$ cat config.mk
export PLATFORM = sky130hd
export DESIGN_NAME = icache_ctrl
export DESIGN_NICKNAME = d
export VERILOG_FILES = /design/src/rtl/icache_ctrl.sv
export SDC_FILE = /design/constraint.sdc
export NUM_CORES = 2
export LEC_CHECK = 0
export ABC_CLOCK_PERIOD_IN_PS = 4150
export BUFFER_PORTS_ARGS = -buffer_cell sky130_fd_sc_hd__buf_2
export CAP_MARGIN = 10
export CORE_ASPECT_RATIO = 0.6
export CORE_MARGIN = 5
export CORE_UTILIZATION = 55
export CTS_CLUSTER_DIAMETER = 40
export DETAILED_ROUTE_END_ITERATION = 16
export MAX_ROUTING_LAYER = met4
export PLACE_DENSITY = 0.71
export SYNTH_ARGS = -nofsm -noshare
export SYNTH_HDL_FRONTEND = slang
export SYNTH_SLANG_ARGS = --single-unit
$ cat constraint.sdc
create_clock -name clk -period 4.15 [get_ports clk]
set_input_delay 0 -clock clk [delete_from_list [all_inputs] [get_ports clk]]
set_output_delay 0 -clock clk [all_outputs]
set_load 0.01 [all_outputs]
$ cat src/rtl/icache_ctrl.sv
// icache_ctrl: direct-mapped read-only instruction cache with in-order line fill.
// A miss latches the line base and streams WORDS words from memory before returning to IDLE.
module icache_ctrl #(
  parameter int LINES = 16,
  parameter int WORDS = 4
) (
  input  logic        clk,
  input  logic        rst,
  input  logic [31:0] addr,
  output logic        hit,
  output logic [31:0] instr,
  input  logic        flush,
  output logic        mem_req,
  output logic [31:0] mem_addr,
  input  logic        mem_ack,
  input  logic [31:0] mem_data
);
  localparam int OW = $clog2(WORDS);
  localparam int IW = $clog2(LINES);
  localparam int TW = 30 - OW - IW;
  typedef enum logic {IDLE, FILL} state_t;
  state_t            r_state;
  logic [OW-1:0]     r_cnt;
  logic [LINES-1:0]  r_valid;
  logic [31:0]       r_base;
  logic [TW-1:0]     r_tag [LINES];
  logic [31:0]       r_data [LINES*WORDS];
  logic [IW-1:0]     w_idx, w_fidx;
  logic [OW-1:0]     w_off;
  logic              w_last;
  assign w_idx    = addr[2+OW +: IW];
  assign w_off    = addr[2 +: OW];
  assign w_fidx   = r_base[2+OW +: IW];
  assign w_last   = r_cnt == OW'(WORDS-1);
  assign hit      = r_state == IDLE && r_valid[w_idx] && r_tag[w_idx] == addr[31 -: TW];
  assign instr    = r_data[{w_idx, w_off}];
  assign mem_req  = r_state == FILL;
  assign mem_addr = mem_req ? r_base + 32'({r_cnt, 2'b00}) : 32'd0;
  always_ff @(posedge clk or posedge rst)
    if (rst) begin
      r_state <= IDLE;
      r_cnt   <= '0;
      r_valid <= '0;
      r_base  <= '0;
    end else begin
      if (flush) r_valid <= '0;
      if (r_state == IDLE) begin
        if (!hit && !flush) begin
          r_base  <= addr & ~32'(WORDS*4-1);
          r_cnt   <= '0;
          r_state <= FILL;
        end
      end else if (mem_ack) begin
        r_cnt <= r_cnt + 1'b1;
        // Set after the flush clear so a flush on the final ack leaves this line valid
        if (w_last) begin
          r_valid[w_fidx] <= 1'b1;
          r_state         <= IDLE;
        end
      end
    end
  always_ff @(posedge clk)
    if (r_state == FILL && mem_ack) begin
      r_data[{w_fidx, r_cnt}] <= mem_data;
      if (w_last) r_tag[w_fidx] <= r_base[31 -: TW];
    end
endmodule

* Yosys cells after proc, flatten, opt, wreduce, memory -nomap -nowiden
Memory sizes are Yosys's and may differ from the RTL's. Index checks and enable logic that the tools add are counted.
Storage, ports and cells: register bits after elaboration 47, RAM bits 2432, input port bits 68, output and inout bits 66, word-level logic and storage cells 47, memories kept 2
Operators by class: $add $sub $neg 2, $lt $le $gt $ge 3, eq/ne operators 3, muxes and demuxes 21, bitwise logic cells 2, reductions and logical operators 10
Memories:
- r_data | words 64, bits a word 32, rd ports 1, clocked after Yosys merged registers in 0, write ports 1, line 27 | logic [31:0] r_data [LINES*WORDS];
- r_tag | words 16, bits a word 24, rd ports 1, clocked after Yosys merged registers in 0, write ports 1, line 26 | logic [TW-1:0] r_tag [LINES];
Operator list (number):
- 16-bit two-way mux | 4
- 32-bit by 4-bit adder with 32-bit output | 1
- 32-bit two-way mux | 1
- 24-bit == test | 1
- 16-bit bitwise OR | 1
- 1-bit two-way mux | 11
- 4-bit by 5-bit < comparator with 1-bit output (second input constant) | 2
- 2-bit two-way mux | 3
- 1-bit logical AND | 5
- 1-bit binary-select mux with 4-bit select | 1
- 1-bit demux with 4-bit select | 1
- 4-bit by 1-bit greater-or-equal comparator with 1-bit output (second input constant) | 1
- 2-bit AND reduction | 2
- 2-bit by 1-bit adder with 2-bit output (second input constant) | 1
- 2-bit == test (second input constant) | 1
- 1-bit logical NOT | 2
- 2-bit inequality test (second input constant) | 1
- 2-bit nonzero test | 1
- 1-bit inverter | 1

* Logic depth before layout (Yosys ltp)
depth after elaboration 8, mapped depth 13, gate-level depth less buffers 8

* Worst setup path before layout
OpenSTA, ideal clock, no wires.
path type register -> register, start reg r_state, in the netlist mem_req, end mem r_data[48][0], enable pin, setup time 461 ps, arrival 3343 ps, data required time 3689 ps, setup slack 346 ps, cell stages (with the launch flop) 6, buffers on the path 1, period minus slack after synthesis 3804 ps, path through dfrtp_1 clkbuf_1 nand2_1 nor2_1 nand2_1 nor3_1
Between the ends: longest elaborated chain between the ends 3
RTL lines:
- start, declared | line 22 | state_t r_state;
- start signal, assigned | line 41 | r_state <= IDLE;
- start signal, assigned | line 51 | r_state <= FILL;
- start signal, assigned | line 58 | r_state <= IDLE;
- 1-bit logical AND | line 63 | if (r_state == FILL && mem_ack) begin
- 1-bit two-way mux | line 63
- 1-bit two-way mux (not written as such) | line 64 | r_data[{w_fidx, r_cnt}] <= mem_data;
- end, declared | line 27
No other way between the ends.

* Worst setup path in the final report
start mem r_tag[15][11] (netlist bit), end reg r_base[13]
Between the ends: longest elaborated chain between the ends 6
RTL lines:
- start, declared | line 26
- memory read 16 x 24 bit
- 24-bit == test | line 35 | assign hit = r_state == IDLE && r_valid[w_idx] && r_tag[w_idx] == addr[31 -: TW];
- 1-bit logical AND | line 35
- 1-bit logical NOT | line 48 | if (!hit && !flush) begin
- 1-bit logical AND | line 48
- 2-bit AND reduction (no source line)
- end signal, assigned | line 49 | r_base <= addr & ~32'(WORDS*4-1);
- end, declared | line 25 | logic [31:0] r_base;
No other way between the ends. A chain may end at the register's enable or synchronous reset.

==> out/results.tsv <==
stage	metric	value	unit
worst_setup_path	cp-start-kind	flop	
grt	antenna_found_initial	11	
synth	synth.area.mux_share	0.187	
synth	synthTopCellsByArea	edfxtp_1, mux4_2, dfrtp_1, mux2i_1, clkbuf_1	
synth	ys_seq_area_frac	0.777	
worst_setup_path	path_cells	mux4_2 -> mux2i_1 -> xnor2_1 -> nor3_1 -> o211ai_1 -> nor4b_2 -> buf_4 -> a311oi_4 -> buf_12 -> mux2_2 -> dlygate4sd3_1	
route	vias	45865	
grt	grt_max_degree	116	
grt	grt_use_total	0.268	
power_and_ir_drop	p_per_area	506	nW/um^2
synth	yosysUniqueCellTypes	72	
route	drt-total-wl	237	mm
synth	yosysTopAreaCell	edfxtp_1	
floorplanning	core	173000	um^2
floorplanning	die_x	548	um
worst_hold_path	hp-start	flush	
clocking	clock-sinks	2479	
clocking	cts-root-buf	clkbuf_16	
worst_setup_path	rrSetupSlack	0.13	ns
synth	synth_seq_cells	2479	
timing	finalCriticalPeriod	4.02	ns
timing	tightest_slew	1.28	ns
worst_setup_path	cp-end-kind	flop	
route	drtIter0Drc	7178	
timing	hold_violations	0	
timing	rsz0062_at_grt	false	
route	drcViolationCount	0	
clocking	clk_pin_slew	0.07	ns
worst_setup_path	worstReg2RegStart	r_tag[15][11]$_DFFE_PP_	
route	firstDrtPassIters	7	
synth	synth_compound_area_frac	0.00851	
synth	synth_top_area_frac	0.765	
clocking	tritoncts	built	
clocking	htree_levels	4	
grt	grt_pass1_wl	338	mm
status	status	completed	
clocking	cts_setup_buffers	0	
timing	clock_skew	0.0514	ns
synth	netlist_instances	3951	
floorplanning	dieArea	182000	um^2
floorplanning	row_count	118	
synth	synth_top_family_by_area	multiplexers	
worst_setup_path	reg2reg_to	r_base[13]$_DFFE_PP0P_	
synth	synth-main-ff-cell	edfxtp_1	
synth	synth_xor_area_frac	0.00330	
final_layout	fin_util	0.628	
timing	fmax	249	MHz
final_layout	syn_to_final_growth	13.5	%
clocking	clk_path_buf_depth	4	
grt	grt_pass1_vias	45232	
placement	place.port_buffers	129	
worst_hold_path	holdPathEnd	mem_req$_DFF_PP0_	
worst_setup_path	worstSetupPathType	flop to flop	
clocking	cts_buffers	222	
synth	netlist_top_cells_count	edfxtp_1, mux4_2, clkbuf_1	
floorplanning	ioPinCount	134	
timing	drv_slew	0	
synth	synth_edf_count	2432	
route	avgViaCountPerCell	6.70	
clocking	clk_latency	0.86	ns
synth	synth_warnings	0	
synth	syn-mean-instance-area	24.2	um^2
timing	setup_viol	0	
placement	hpwl	130	mm
worst_hold_path	hold_depth	4	
timing	period_share	0.968	
route	ant_nets	0	
worst_setup_path	cp_max_fo	23	
synth	netlist_area	95500	um^2
floorplanning	start_util	0.553	
placement	gp_congestion	0.846	
route	routedWlPerCell	34.6	um
worst_setup_path	reg2reg_depth	11	
grt	grt_overflow	0	
power_and_ir_drop	ir_drop	0.403	mV
timing	max_slew_margin	0.145	
synth	async_flop_share	0.0190	
worst_setup_path	cp_slowest_cell	dlygate4sd3_1	
run	maxCapViolCount	0	
synth	yosysMostFrequentCell	edfxtp_1	
final_layout	fin_nets	4460	
worst_setup_path	cp.arrival	4.75	ns
floorplanning	die_y	333	um
synth	synthAdderAreaFrac	0.000131	
final_layout	drive_gt1_frac	0.330	
worst_setup_path	cp.required	4.88	ns
timing	final.setup.tns	0	ns
worst_hold_path	hold_class	input port to flop	
power_and_ir_drop	leakagePower	34.2	nW
synth	yosys.area_share.simple	0.0129	
worst_setup_path	cpPeakStageDelay	0.58	ns
-- routing by layer --
layer  vias up  track usage  part of all wire
met5         -            -                 0
met4         0       0.0568             0.022
met3       369       0.0797              0.14
met2      3056        0.360              0.44
met1     24572        0.414              0.41
li1      17868            -                 -
-- how the worst max path moves through the flow --
stage                            start                       to  slack [ns]  cells past startpoint
6_report       r_tag[15][11]$_DFFE_PP_   r_base[13]$_DFFE_PP0P_        0.13                     11
5_1_grt        r_tag[15][11]$_DFFE_PP_   r_base[13]$_DFFE_PP0P_        0.02                     11
4_1_cts                        addr[4]                instr[24]        0.08                     10
3_5_place_dp                   addr[6]   r_base[18]$_DFFE_PP0P_        0.54                     11
3_3_place_gp                   addr[4]   r_base[15]$_DFFE_PP0P_        0.60                     11
2_1_floorplan        mem_req$_DFF_PP0_  r_data[48][0]$_DFFE_PP_        0.35                      5
-- registers in the layout (all words and copies together) (netlist names) --
signal,cells
mem_req,1
r_valid,16
r_cnt,2
r_data,2048
r_tag,384
r_base,28
-- logic make-up (layout without fill, tap and decap cells) --
kind of cell    Yosys count  in the layout
xor+xnor                 36             36
other cells               1              7
compound gates          105            105
fa+ha+maj                 1              1
buf+inv                 218            829
flops                  2479           2479
simple gates            246            246
mux                     865            865
-- through the flow --
step | std cells | hold slack, ns | worst slack (ns) | cell area, um^2 | power, mW
after floorplan | 3952 | 0.0989 | 0.346 | 95500 | 32.7
after global placement | 6337 | 0.215 | 0.603 | 100000 | 35.1
after detailed placement | 6337 | 0.230 | 0.539 | 100000 | 35.2
after CTS | 6837 | 0.00378 | 0.0775 | 108000 | 55.0
after global routing | 6845 | 0.101 | 0.0235 | 108000 | 56.5
final | 6848 | 0.112 | 0.132 | 108000 | 54.8
-- cell usage in the layout, fill, tap and decap left out, types with 45 or more instances in the layout --
master / synthesis / final
clkbuf_16: 0 / 224
mux2i_1: 74 / 74
mux4_2: 726 / 726
edfxtp_1: 2432 / 2432
dfrtp_1: 47 / 47
clkbuf_1: 136 / 45
buf_4: 7 / 160
clkinv_1: 1 / 50
nand2_1: 51 / 51
dlygate4sd3_1: 0 / 105
nor2_4: 0 / 78
buf_2: 24 / 123
-- power by group --
group | internal (mW) | switching (mW) | total (mW)
clock network | 10.8 | 9.00 | 19.8
registers | 29.0 | 0.864 | 29.9
logic | 2.04 | 3.13 | 5.17
total | 41.8 | 13.0 | 54.8
-- cell type report --
cell class,count,area [um^2]
antenna,5,12.5
sequential,2479,74200
timing repair buffer,424,3560
tap,2280,2850
clock buffer,271,5800
clock inverter,125,1060
inverter,9,41.3
fill,11067,64200
multi-input combinational,1255,20900
-- worst max-delay path: cells and delay by family, from the launching register on --
kind / cells / cell delay, ns
mux: 3 / 1.09
buf+inv: 3 / 1.05
compound gates: 2 / 0.75
xor+xnor: 1 / 0.43
flops: 1 / 0.37
simple gates: 2 / 0.19
-- timing repair --
action / CTS / global route
setup endpoints to repair: 0 / 2
gates resized for setup: 0 / 1
endpoints found under the hold margin: 2042 / 64
hold buffers: 104 / 1
Power figures use the tool's default switching activity.
